**config.mk**
```make
export PLATFORM = sky130hd
export DESIGN_NAME = warp_fetch_unit
export DESIGN_NICKNAME = d
export VERILOG_FILES = /design/src/rtl/fetch_pkg.sv /design/src/rtl/rr_arbiter.sv /design/src/rtl/warp_fetch_unit.sv
export SDC_FILE = /design/constraint.sdc
export NUM_CORES = 1
export LEC_CHECK = 0
export ABC_CLOCK_PERIOD_IN_PS = 8250
export CAP_MARGIN = 20
export CORE_MARGIN = 3
export CORE_UTILIZATION = 59
export DETAILED_ROUTE_END_ITERATION = 8
export MAX_ROUTING_LAYER = met4
export PLACE_DENSITY = 0.86
export SYNTH_ARGS = -nofsm -noshare
export SYNTH_HDL_FRONTEND = slang
export SYNTH_SLANG_ARGS = --single-unit
```
**constraint.sdc**
```tcl
create_clock -name clk -period 8.25 [get_ports clk]
set_clock_uncertainty 0.05 [all_clocks]
set_input_delay 2.475 -clock clk [delete_from_list [all_inputs] [get_ports clk]]
set_output_delay 2.475 -clock clk [all_outputs]
set_load 0.02 [all_outputs]
```
**src/rtl/fetch_pkg.sv**
```systemverilog
// Shared defaults and helpers for the warp fetch unit.
// Fetch entries are packed {kill, warp, pc, inst}, MSB first.
package fetch_pkg;

  localparam int INST_WIDTH_DEF = 16;
  localparam int PC_WIDTH_DEF   = 8;

  function automatic int clog2(input int n);
    int r;
    r = 0;
    for (int i = 0; i < 32; i++) begin
      if ((1 << r) < n) r++;
    end
    return r;
  endfunction

endpackage

```
**src/rtl/rr_arbiter.sv**
```systemverilog
// Round-robin arbiter: first requester at or after ptr wins.
// N must be a power of two so the index wraps by truncation.
module rr_arbiter
  import fetch_pkg::*;
#(
  parameter  int N  = 4,
  localparam int PW = clog2(N)
) (
  input  logic [N-1:0]  req,
  input  logic [PW-1:0] ptr,
  output logic [N-1:0]  gnt,
  output logic          any
);

  always_comb begin
    gnt = '0;
    any = 1'b0;
    for (int i = 0; i < N; i++) begin
      if (!any && req[PW'(ptr + PW'(i))]) begin
        gnt[PW'(ptr + PW'(i))] = 1'b1;
        any = 1'b1;
      end
    end
  end

endmodule

```
**src/rtl/warp_fetch_unit.sv**
```systemverilog
// Multi-warp fetch: RR issue to a 1-cycle imem, tagged FIFO, per-warp flush.
// Define WARP_FETCH_PERF_EN to add saturating grant/stall counters.
module warp_fetch_unit
  import fetch_pkg::*;
#(
  parameter  int INST_WIDTH = INST_WIDTH_DEF,
  parameter  int PC_WIDTH   = PC_WIDTH_DEF,
  parameter  int NUM_WARPS  = 4,
  parameter  int BUF_DEPTH  = 4,
  localparam int WID_W      = clog2(NUM_WARPS)
) (
  input  logic                          clk,
  input  logic                          rst,
  input  logic [NUM_WARPS-1:0]          fetch_req,
  input  logic [NUM_WARPS*PC_WIDTH-1:0] fetch_pc,
  output logic [NUM_WARPS-1:0]          fetch_ack,
  input  logic [NUM_WARPS-1:0]          flush,
  output logic                          mem_rd_en,
  output logic [PC_WIDTH-1:0]           mem_rd_addr,
  input  logic [INST_WIDTH-1:0]         mem_rd_data,
  output logic                          out_valid,
  input  logic                          out_ready,
  output logic [INST_WIDTH-1:0]         out_inst,
  output logic [PC_WIDTH-1:0]           out_pc,
  output logic [WID_W-1:0]              out_warp
`ifdef WARP_FETCH_PERF_EN
  ,
  output logic [31:0]                   perf_fetches,
  output logic [31:0]                   perf_stall
`endif
);

  localparam int PTR_W = clog2(BUF_DEPTH);
  localparam int CNT_W = PTR_W + 1;

  typedef struct packed {
    logic                  kill;
    logic [WID_W-1:0]      warp;
    logic [PC_WIDTH-1:0]   pc;
    logic [INST_WIDTH-1:0] inst;
  } entry_t;

  entry_t              buf_q [BUF_DEPTH];
  entry_t              buf_d [BUF_DEPTH];
  logic [PTR_W-1:0]    wr_ptr_q, wr_ptr_d;
  logic [PTR_W-1:0]    rd_ptr_q, rd_ptr_d;
  logic [CNT_W-1:0]    cnt_q, cnt_d;
  logic                infl_q, infl_d;
  logic [PC_WIDTH-1:0] infl_pc_q, infl_pc_d;
  logic [WID_W-1:0]    infl_warp_q, infl_warp_d;
  logic [WID_W-1:0]    rr_q, rr_d;

  logic [NUM_WARPS-1:0] eligible;
  logic [NUM_WARPS-1:0] gnt;
  logic                 any;
  logic                 can_issue;
  logic                 grant;
  logic [WID_W-1:0]     g_idx;
  logic [PC_WIDTH-1:0]  sel_pc;
  logic                 push;
  logic                 pop;
  logic                 present;
  entry_t               head;

  assign eligible = fetch_req & ~flush;

  rr_arbiter #(.N(NUM_WARPS)) u_arb (
    .req (eligible),
    .ptr (rr_q),
    .gnt (gnt),
    .any (any)
  );

  // Registered count only, so out_ready never reaches fetch_ack.
  assign can_issue = ((CNT_W+1)'(cnt_q) + (CNT_W+1)'(infl_q))
                     < (CNT_W+1)'(BUF_DEPTH);
  assign grant     = any && can_issue && !rst;

  always_comb begin
    g_idx = '0;
    for (int i = 0; i < NUM_WARPS; i++) begin
      if (gnt[i]) g_idx = WID_W'(i);
    end
  end

  assign sel_pc = fetch_pc[g_idx*PC_WIDTH +: PC_WIDTH];

  assign head    = buf_q[rd_ptr_q];
  assign present = (cnt_q != '0);
  assign push    = infl_q && !flush[infl_warp_q];
  assign pop     = present && (head.kill || out_ready);

  always_comb begin
    fetch_ack   = grant ? gnt : '0;
    mem_rd_en   = grant;
    mem_rd_addr = grant ? sel_pc : '0;
    out_valid   = present && !head.kill;
    out_inst    = out_valid ? head.inst : '0;
    out_pc      = out_valid ? head.pc : '0;
    out_warp    = out_valid ? head.warp : '0;
  end

  always_comb begin
    for (int i = 0; i < BUF_DEPTH; i++) begin
      buf_d[i]      = buf_q[i];
      buf_d[i].kill = buf_q[i].kill | flush[buf_q[i].warp];
    end
    if (push) begin
      buf_d[wr_ptr_q].kill = 1'b0;
      buf_d[wr_ptr_q].warp = infl_warp_q;
      buf_d[wr_ptr_q].pc   = infl_pc_q;
      buf_d[wr_ptr_q].inst = mem_rd_data;
    end
    wr_ptr_d    = wr_ptr_q + PTR_W'(push);
    rd_ptr_d    = rd_ptr_q + PTR_W'(pop);
    cnt_d       = cnt_q + CNT_W'(push) - CNT_W'(pop);
    infl_d      = grant;
    infl_pc_d   = grant ? sel_pc : infl_pc_q;
    infl_warp_d = grant ? g_idx : infl_warp_q;
    rr_d        = grant ? WID_W'(g_idx + 1'b1) : rr_q;
  end

  always_ff @(posedge clk) begin
    if (rst) begin
      for (int i = 0; i < BUF_DEPTH; i++) buf_q[i] <= '0;
      wr_ptr_q    <= '0;
      rd_ptr_q    <= '0;
      cnt_q       <= '0;
      infl_q      <= 1'b0;
      infl_pc_q   <= '0;
      infl_warp_q <= '0;
      rr_q        <= '0;
    end else begin
      for (int i = 0; i < BUF_DEPTH; i++) buf_q[i] <= buf_d[i];
      wr_ptr_q    <= wr_ptr_d;
      rd_ptr_q    <= rd_ptr_d;
      cnt_q       <= cnt_d;
      infl_q      <= infl_d;
      infl_pc_q   <= infl_pc_d;
      infl_warp_q <= infl_warp_d;
      rr_q        <= rr_d;
    end
  end

`ifdef WARP_FETCH_PERF_EN
  logic [31:0] perf_fetches_q, perf_fetches_d;
  logic [31:0] perf_stall_q, perf_stall_d;
  logic        stall;

  assign stall = (|eligible) && !can_issue;

  always_comb begin
    perf_fetches_d = perf_fetches_q;
    perf_stall_d   = perf_stall_q;
    if (grant && !(&perf_fetches_q)) perf_fetches_d = perf_fetches_q + 32'd1;
    if (stall && !(&perf_stall_q))   perf_stall_d   = perf_stall_q + 32'd1;
  end

  always_ff @(posedge clk) begin
    if (rst) begin
      perf_fetches_q <= '0;
      perf_stall_q   <= '0;
    end else begin
      perf_fetches_q <= perf_fetches_d;
      perf_stall_q   <= perf_stall_d;
    end
  end

  assign perf_fetches = perf_fetches_q;
  assign perf_stall   = perf_stall_q;
`endif

endmodule
```
==> out/metrics.yaml, run 1 <==
holdCritPathClass: "reg -> reg"
path_buf_inv: 2
dr_wl_met3_um: 1651
synthToLayoutAreaGrowth_pct: 26.48
dp_slack_ns: 0.05910
crit_top_cell: "clkdlybuf4s50_1"
wl_met1_um: 6825
die_w_um: 110.7
overflow: 0
drv_cap: 0
dr_wl_met2_um: 9106
place_inst: 938
numCtsBuffers: 17
grt_pass1_wl_um: 29380
slew_violations: 0
tightest_slew_ns: 1.136
finalNetCount: 899
syn_area_mm2: 0.006469
highest_layer: "met4"
yosys_warnings: 0
cpPeakStageDelay_ns: 0.60
grt_start_max_net_pins: 90
cts_tree: "done"
postSynthCellCount: 741
grt_use_total_pct: 30.05
synth.net_count: 813
fin_ws_ns: 0.1119
slowest_stage: "clkdlybuf4s50_1"
nFillCells: 682
fin_cells: 975
drt_first_pass_iters: 9
hold_violations: 0
synth_area_leaders: "dfxtp_1, nand2_1, mux4_2"
clkSinkCount: 128
via_per_inst: 6.192
clockBufferDepth: 2
async_flop_share_pct: 0
avgRoutedWirePerCell_um: 18.38
period_share_pct: 98.64
synth-edff-count: 0
pin_count: 99
dp_hpwl_um: 11300
route.detailed.drc: 0
post-synth-top-area-cell: "dfxtp_1"
maxSlewHeadroom_pct: 24.28
worst_ep_arrival_time_ns: 5.61
finalWirelength_um: 17930
synth_top_area_share_pct: 39.61
die_y_um: 110.7
avgSynthCellArea_um2: 8.730
timing.fmax_ghz: 0.1229
fin_crit_ns: 8.138
drt_iter0_drc: 627
start_util_pct: 61.55
cp-start-kind: "input port"
critical_path.max_fanout: 10
final_antenna_net_count: 0
ctsRootBufferMaster: "clkbuf_8"
yosysSeqAreaShare_pct: 39.61
synthFlopType: "dfxtp_1"
io_buffer_count: 98
rows: 37
synth_cell_types: 61
core_area_mm2: 0.01051
cp_cell_sequence: "clkdlybuf4s50_1 -> nor2b_2 -> mux4_2 -> a22o_1 -> a211o_1 -> o21a_4 -> a211oi_2 -> o31a_1 -> clkdlybuf4s50_1"
p_per_area_mw_per_mm2: 251.7
critical_path_required_ns: 5.73
first_global_vias: 6189
gp_congestion: 0.9069
cp_top_family: "compound AO/OA/AOI/OAI gates"
path_class: "in -> out"
setup_viol: 0
clk_latency_ns: 0.52
path_clk_slew_ns: 0.05
drive_gt1_share_pct: 13.95
ir_drop_mv: 0.2331
htreeDepth: 4
antenna_found_initial: 0
vias: 6037
die_area_mm2: 0.01226
endpoint_kind: "primary output"
status: "complete, no violations"
p_total_w: 0.002059
p_leak_nw: 2.819
synth_seq_cells: 128
antenna_cells: 0
-- final timing paths --
kind,startpoint,end,slack (ns),cells past startpoint
max,fetch_req[3],mem_rd_addr[6],0.11,9
max reg2reg,rr_q[0]$_SDFFE_PP0P_,infl_pc_q[6]$_SDFFE_PP0P_,4.82,11
min reg2reg,flip-flop,flip-flop,0.40,2
min,flip-flop,flip-flop,0.40,2
-- where the power goes --
part,leakage (nW),total (W),switching (W),internal [W]
Combinational,1.51,0.000668,0.000386,0.000282
Sequential,1.04,0.000697,0.0000410,0.000656
Clock,0.271,0.000694,0.000257,0.000436
Total,2.82,0.00206,0.000685,0.00137
-- area by class of cell --
cell class / instances / area, um2 / share of cell area, %
clock inverter: 5 / 52.55 / 0.6423
tap: 136 / 170.2 / 2.080
inverter: 8 / 30.03 / 0.3670
multi-input combinational: 554 / 3707 / 45.31
sequential: 128 / 2562 / 31.32
timing repair buffer: 118 / 1161 / 14.19
clock buffer: 26 / 498.0 / 6.087
-- layout by cell type, fill, tap and decap left out, drive strengths merged, types with 2 or more instances in the layout --
cell type	n
nor4	10
nand3	2
and2	9
dfxtp	128
a2111o	2
a2111oi	3
clkinv	3
a221oi	7
o21ai	18
nor2b	33
inv	8
ha	12
o211ai	3
nor3	8
nand2	225
a21boi	2
nor2	23
a211oi	3
mux4	35
clkbuf	26
a21oi	114
clkdlybuf4s50	92
o21a	8
o31ai	7
a22o	3
buf	21
nand2b	7
or2	3
dlymetal6s2s	5
xnor2	3
-- cells in the mapped netlist (all sizes together), types with 9 or more instances --
master  instances
a21oi         114
and2            9
buf            14
clkbuf         38
dfxtp         128
ha             12
mux4           35
nand2         225
nor2           23
nor2b          33
nor4           10
o21ai          18
-- worst min-delay path, delay by kind of cell, from the launching register on --
kind	cells	cell delay (ns)
AOI/OAI and AO/OA	1	0.05
DFF	1	0.30
and+or+nand+nor	1	0.05
-- logic make-up (layout without fill, tap and decap cells) --
group | Yosys count | count (layout) | synth area share [%]
buf+inv | 60 | 157 | 3.830
flops | 128 | 128 | 39.61
simple gates | 323 | 323 | 22.28
fa+ha+maj | 13 | 13 | 2.631
mux | 36 | 36 | 12.51
compound gates | 178 | 179 | 18.72
xor+xnor | 3 | 3 | 0.4063
-- through the flow --
stage | instance area, um2 | util (%) | setup TNS (ns) | hold slack (ns)
floorplan | 6469 | - | 0 | 0.3831
global placement | 7521 | 71.57 | 0 | 0.3885
detailed placement | 7521 | 71.57 | 0 | 0.3967
CTS | 8071 | 76.81 | 0 | 0.4040
global route | 8182 | 77.85 | -0.004496 | 0.4193
finish | 8182 | 77.85 | 0 | 0.4030
-- routing by layer --
| metal | GRT usage (%) | vias to the layer above |
|---|---|---|
| met5 | - | - |
| met4 | 11.74 | 0 |
| met3 | 6.932 | 39 |
| met2 | 50.53 | 342 |
| met1 | 35.02 | 2891 |
| li1 | - | 2765 |
-- what timing repair did --
| action | CTS | global route |
|---|---|---|
| hold buffers | 0 | 0 |
| setup endpoints to repair | 0 | 8 |
| buffers inserted | 0 | 4 |
| resized for setup | 0 | 13 |
No activity file was read; power rests on OpenSTA's default activity.
==> run 2: changes to the inputs <==
- CORE_UTILIZATION: 59 -> 60
- CTS_BUF_LIST: default -> sky130_fd_sc_hd__clkbuf_4 sky130_fd_sc_hd__clkbuf_8
- PLACE_DENSITY: 0.86 -> 0.87
==> run 2 against run 1 <==
Against the previous run:
- clock power fell by 25%
- sequential power barely moved
- worst setup slack got worse by 0.012 ns
- cell count rose by 0.21%
- utilization fell by 0.73 points
- first-iteration DRC count rose by 1.4%
- critical path depth did not move
- register-to-register slack got worse by 0.14 ns
- final area fell by 1.8%
==> out/metrics.yaml, run 2 (synthesis results as in run 1) <==
most-common-layout-cells: "nand2_1, dfxtp_1, a21oi_1"
cts_tree: "done"
grt_use_total_pct: 30.75
holdWs_ns: 0.4058
synthToLayoutAreaGrowth_pct: 24.20
p_per_area_mw_per_mm2: 234.3
core_area_mm2: 0.01042
timing.fmax_ghz: 0.1227
pin_count: 99
path_class: "in -> out"
period_share_pct: 98.79
start_util_pct: 62.10
drt_iter0_drc: 636
numCtsBuffers: 17
critical_path_required_ns: 5.73
route.detailed.drc: 0
io_buffer_count: 98
endpoint_kind: "primary output"
clockBufferDepth: 2
path_clk_slew_ns: 0.08
die_y_um: 109.8
crit_top_cell: "clkdlybuf4s50_1"
drt_first_pass_iters: 6
ir_drop_mv: 0.2423
antenna_found_initial: 0
hold_violations: 0
drv_cap: 0
vias: 5946
rows: 37
slew_violations: 0
p_leak_nw: 2.772
cpPeakStageDelay_ns: 0.58
grt_pass1_wl_um: 28180
holdCritPathClass: "reg -> reg"
cp_top_family: "compound AO/OA/AOI/OAI gates"
worst_ep_arrival_time_ns: 5.62
die_area_mm2: 0.01206
finalWirelength_um: 17660
dp_hpwl_um: 11280
mostFrequentLayoutCell: "nand2_1"
setup_viol: 0
ctsRootBufferMaster: "clkbuf_8"
tightest_slew_ns: 1.110
critical_path.max_fanout: 12
antenna_cells: 0
holdBufCountCts: 0
die_w_um: 109.8
avgRoutedWirePerCell_um: 18.08
status: "complete, no violations"
grt_start_max_net_pins: 88
cp-start-kind: "input port"
final_antenna_net_count: 0
via_per_inst: 6.086
clk_latency_ns: 0.45
drive_gt1_share_pct: 14.98
cp_cell_sequence: "clkdlybuf4s50_1 -> nor2b_1 -> mux4_2 -> a22o_1 -> a211o_1 -> o21a_4 -> o31ai_2 -> a21oi_1 -> clkdlybuf4s50_1"
path_buf_inv: 2
first_global_vias: 5771
gp_congestion: 0.8872
finalNetCount: 900
slowest_stage: "clkdlybuf4s50_1"
fin_tns_setup_ns: 0
rsz0062_at_grt: "false"
overflow: 0
fin_crit_ns: 8.150
htreeDepth: 4
maxSlewHeadroom_pct: 26.02
clkSinkCount: 128
## run 2: cell types whose count changed in the layout (fill, tap and decap cells not counted), sizes merged
cell / change
buf: +1
clkbuf: -8
clkdlybuf4s50: -1
clkinv: +1
clkinvlp: +3
dlymetal6s2s: +1
inv: +5
## run 2: path summary, 6_finish.rpt
path,slack (ns),cells past startpoint,start,to
setup / recovery,0.10,9,flush[3],mem_rd_addr[7]
hold / removal,0.41,2,flip-flop,flip-flop
setup reg to reg,4.68,9,rr_q[0]$_SDFFE_PP0P_,infl_pc_q[6]$_SDFFE_PP0P_
hold reg to reg,0.41,2,flip-flop,flip-flop
## run 2: final cells by class
class,instances,area (um2)
clock inverter,14,131.4
clock buffer,18,247.7
timing repair buffer,119,1171
multi-input combinational,554,3721
fill,712,2382
sequential,128,2562
inverter,8,30.03
tap,136,170.2
## run 2: worst reg2reg max path, delay by kind of cell, from the launching register on
family | cells | cell delay, ns
AOI/OAI and AO/OA | 3 | 0.99
adders and majority gates | 1 | 0.50
buffers and inverters | 1 | 0.20
DFF | 1 | 0.67
muxes | 1 | 0.61
and+or+nand+nor | 3 | 0.42
## run 2: metrics by stage
step                std cells  power (W)  area [um2]  utilization, %  setup slack (ns)
finish                    977   0.001883        8034           77.13            0.1000
global route              977   0.001965        8034           77.13         0.0005138
CTS                       971   0.001854        7901           75.86           0.07833
detailed placement        939   0.001347        7522           72.22            0.1039
global placement          939   0.001332        7522           72.22            0.1145
floorplan                 741   0.001158        6469               -             1.208
## run 2: where the power goes
group	switching, W	leakage, nW	internal, W
clock	0.000270	0.183	0.000250
combinational	0.000383	1.55	0.000281
sequential	0.0000444	1.04	0.000655
total	0.000697	2.77	0.00119
## run 2: what timing repair did
| item | in CTS | in global routing |
|---|---|---|
| buffers inserted | 0 | 4 |
| gates resized for setup | 0 | 16 |
| endpoints found under the setup margin | 0 | 8 |
## run 2: routing by layer
| metal | routed length [um] | share of wire (%) | GRT usage, % |
|---|---|---|---|
| met5 | 0 | 0 | - |
| met3 | 1615 | 9.1 | 6.224 |
| met1 | 7062 | 40 | 38.89 |
| met2 | 8635 | 49 | 49.78 |
| met4 | 350 | 2.0 | 9.528 |
==> run 3: changes to the inputs <==
- ABC_AREA: default -> 1
- CELL_PAD_IN_SITES_DETAIL_PLACEMENT: default -> 2
- CELL_PAD_IN_SITES_GLOBAL_PLACEMENT: default -> 2
- CORE_UTILIZATION: 60 -> 33
- PLACE_DENSITY: 0.87 -> default
- PLACE_DENSITY_LB_ADDON: default -> 0.1
==> run 3 against run 2 <==
Against the previous run:
- critical path type unchanged
- largest power group is now combinational logic
- maximum frequency rose by 3.3%
- cell count rose by 31%
- sequential share of layout area fell by 0.15 points
- final area rose by 0.53%
- global-route usage fell by 8.3 points
- utilization fell by 34 points
- routed wire length rose by 30%
- via count rose by 11%
- highest routed layer unchanged
- first-iteration DRC count fell by 59%
- sequential cell count did not move
- count of clock-buffer cells in the layout rose by 4
- critical endpoint is now mem_rd_addr[5]
==> out/metrics.yaml, run 3 <==
path_class: "in -> out"
async_flop_share_pct: 0
vias: 6603
synth_cell_types: 32
clk_latency_ns: 0.46
htreeDepth: 4
slew_violations: 0
ir_drop_mv: 0.1802
synth.net_count: 1005
p_per_area_mw_per_mm2: 370.6
first_global_vias: 7211
drive_gt1_share_pct: 8.529
yosysSeqAreaShare_pct: 39.94
avgRoutedWirePerCell_um: 17.95
p_leak_nw: 3.105
rows: 50
tightest_slew_ns: 1.024
holdBufCountCts: 0
numCtsBuffers: 17
via_per_inst: 5.159
met1_usage_pct: 26.58
status: "complete, no violations"
period_share_pct: 95.59
cp-start-kind: "input port"
route.detailed.drc: 0
top_usage_layer: "met2"
cts_tree: "done"
endpoint_kind: "primary output"
finalNetCount: 1079
drt_iter0_drc: 263
clkSinkCount: 128
finalWirelength_um: 22980
grt_start_max_net_pins: 83
post_cts_buffers: 0
antenna_found_initial: 0
drv_cap: 0
met2_usage_pct: 39.17
fin_tns_setup_ns: 0
synth_area_leaders: "dfxtp_1, a21oi_1, o21ai_0"
gp_congestion: 0.7724
synth-edff-count: 0
core_area_mm2: 0.01889
die_w_um: 145.4
overflow: 0
antenna_cells: 0
setup_viol: 0
nFillCells: 2278
pin_count: 99
yosysMostFrequentCell: "a21oi_1"
path_clk_slew_ns: 0.07
critical_path.max_fanout: 13
critical_path_required_ns: 5.73
synth_top_area_share_pct: 39.94
maxSlewHeadroom_pct: 31.34
fin_util_pct: 42.75
synthFlopType: "dfxtp_1"
rsz0062_at_grt: "false"
clockBufferDepth: 2
synthToLayoutAreaGrowth_pct: 25.88
worst_ep_arrival_time_ns: 5.36
dp_hpwl_um: 14710
timing.fmax_ghz: 0.1268
die_area_mm2: 0.02115
synth_seq_cells: 128
fin_crit_ns: 7.886
yosys_warnings: 0
holdCritPathClass: "reg -> reg"
avgSynthCellArea_um2: 6.877
io_buffer_count: 98
drt_first_pass_iters: 4
die_y_um: 145.4
ctsRootBufferMaster: "clkbuf_8"
start_util_pct: 33.96
final_antenna_net_count: 0
grt_use_met3_pct: 3.924
postSynthCellCount: 933
grt_pass1_wl_um: 37760
syn_area_mm2: 0.006416
grt_use_total_pct: 22.42
mostFrequentLayoutCell: "a21oi_1"
ys_top_cells_by_count: "a21oi_1, o21ai_0, nand2_1, dfxtp_1, inv_1"
most-common-layout-cells: "a21oi_1, o21ai_0, nand2_1"
post-synth-top-area-cell: "dfxtp_1"
hold_violations: 0
## run 3: area by class of cell
type,instances,area (um2),area share (%)
timing repair buffer,110,1091,13.51
clock inverter,10,156.4,1.936
clock buffer,22,296.5,3.672
inverter,112,422.9,5.236
multi-input combinational,638,3221,39.88
sequential,128,2564,31.74
tap,260,325.3,4.028
## run 3: final timing paths
check                                            startpoint        endpoint  slack, ns  depth (start not counted)
worst max-delay path                               flush[3]  mem_rd_addr[5]       0.36                         18
worst min-delay path                              flip-flop       flip-flop       0.41                          2
worst max register to register  infl_warp_q[0]$_SDFFE_PP0P_       flip-flop       4.82                          9
worst min register to register                    flip-flop       flip-flop       0.41                          2
## run 3: critical path, stage by stage
cell	delay [ns]
clkdlybuf4s50_1	0.60
inv_2	0.07
nand3_1	0.12
nand3_2	0.12
nand2_4	0.13
inv_2	0.07
nand2_2	0.07
nand2_2	0.09
nor2_8	0.20
nand2_4	0.09
inv_4	0.17
nand2_4	0.12
nor2_1	0.10
nand2_1	0.07
nand2_1	0.05
nand2_1	0.10
inv_1	0.09
clkdlybuf4s50_1	0.60
## run 3: per-layer routing
metal  wire [um]  part of all wire (%)  vias to the layer above
li1            -                     -                     3206
met1       10270                    45                     3250
met2       11570                    50                      121
met3         804                   3.5                       26
met4         329                   1.4                        0
met5           0                     0                        -
## run 3: repair_timing
action / in CTS / in global routing
hold endpoints to repair: 0 / 0
setup endpoints to repair: 0 / 2
gates resized for setup: 0 / 1
## run 3: logic make-up (layout without fill, tap and decap cells)
family,after synthesis,after routing,share of synthesized area [%]
buffers and inverters,167,254,10.04
AO/OA/AOI/OAI,336,336,26.89
AND/OR/NAND/NOR,286,286,20.07
adder cells (fa/ha/maj),13,13,2.652
flip-flops,128,128,39.94
XOR/XNOR,3,3,0.4096
## run 3: power by group
group          internal (W)  switching, W
Sequential         0.000730      0.000113
Combinational      0.000541      0.000989
Clock              0.000363      0.000257
## run 3: stage by stage
stage / total power [W] / area (um2) / setup slack, ns / cells / hold slack, ns
floorplan: 0.001815 / 6416 / 1.810 / 933 / 0.3797
global placement: 0.002337 / 7577 / 0.2919 / 1246 / 0.3914
detailed placement: 0.002384 / 7577 / 0.2001 / 1246 / 0.4014
CTS: 0.003016 / 8030 / 0.1879 / 1278 / 0.4121
global route: 0.003246 / 8077 / 0.08010 / 1280 / 0.4345
finish: 0.002993 / 8077 / 0.3636 / 1280 / 0.4064
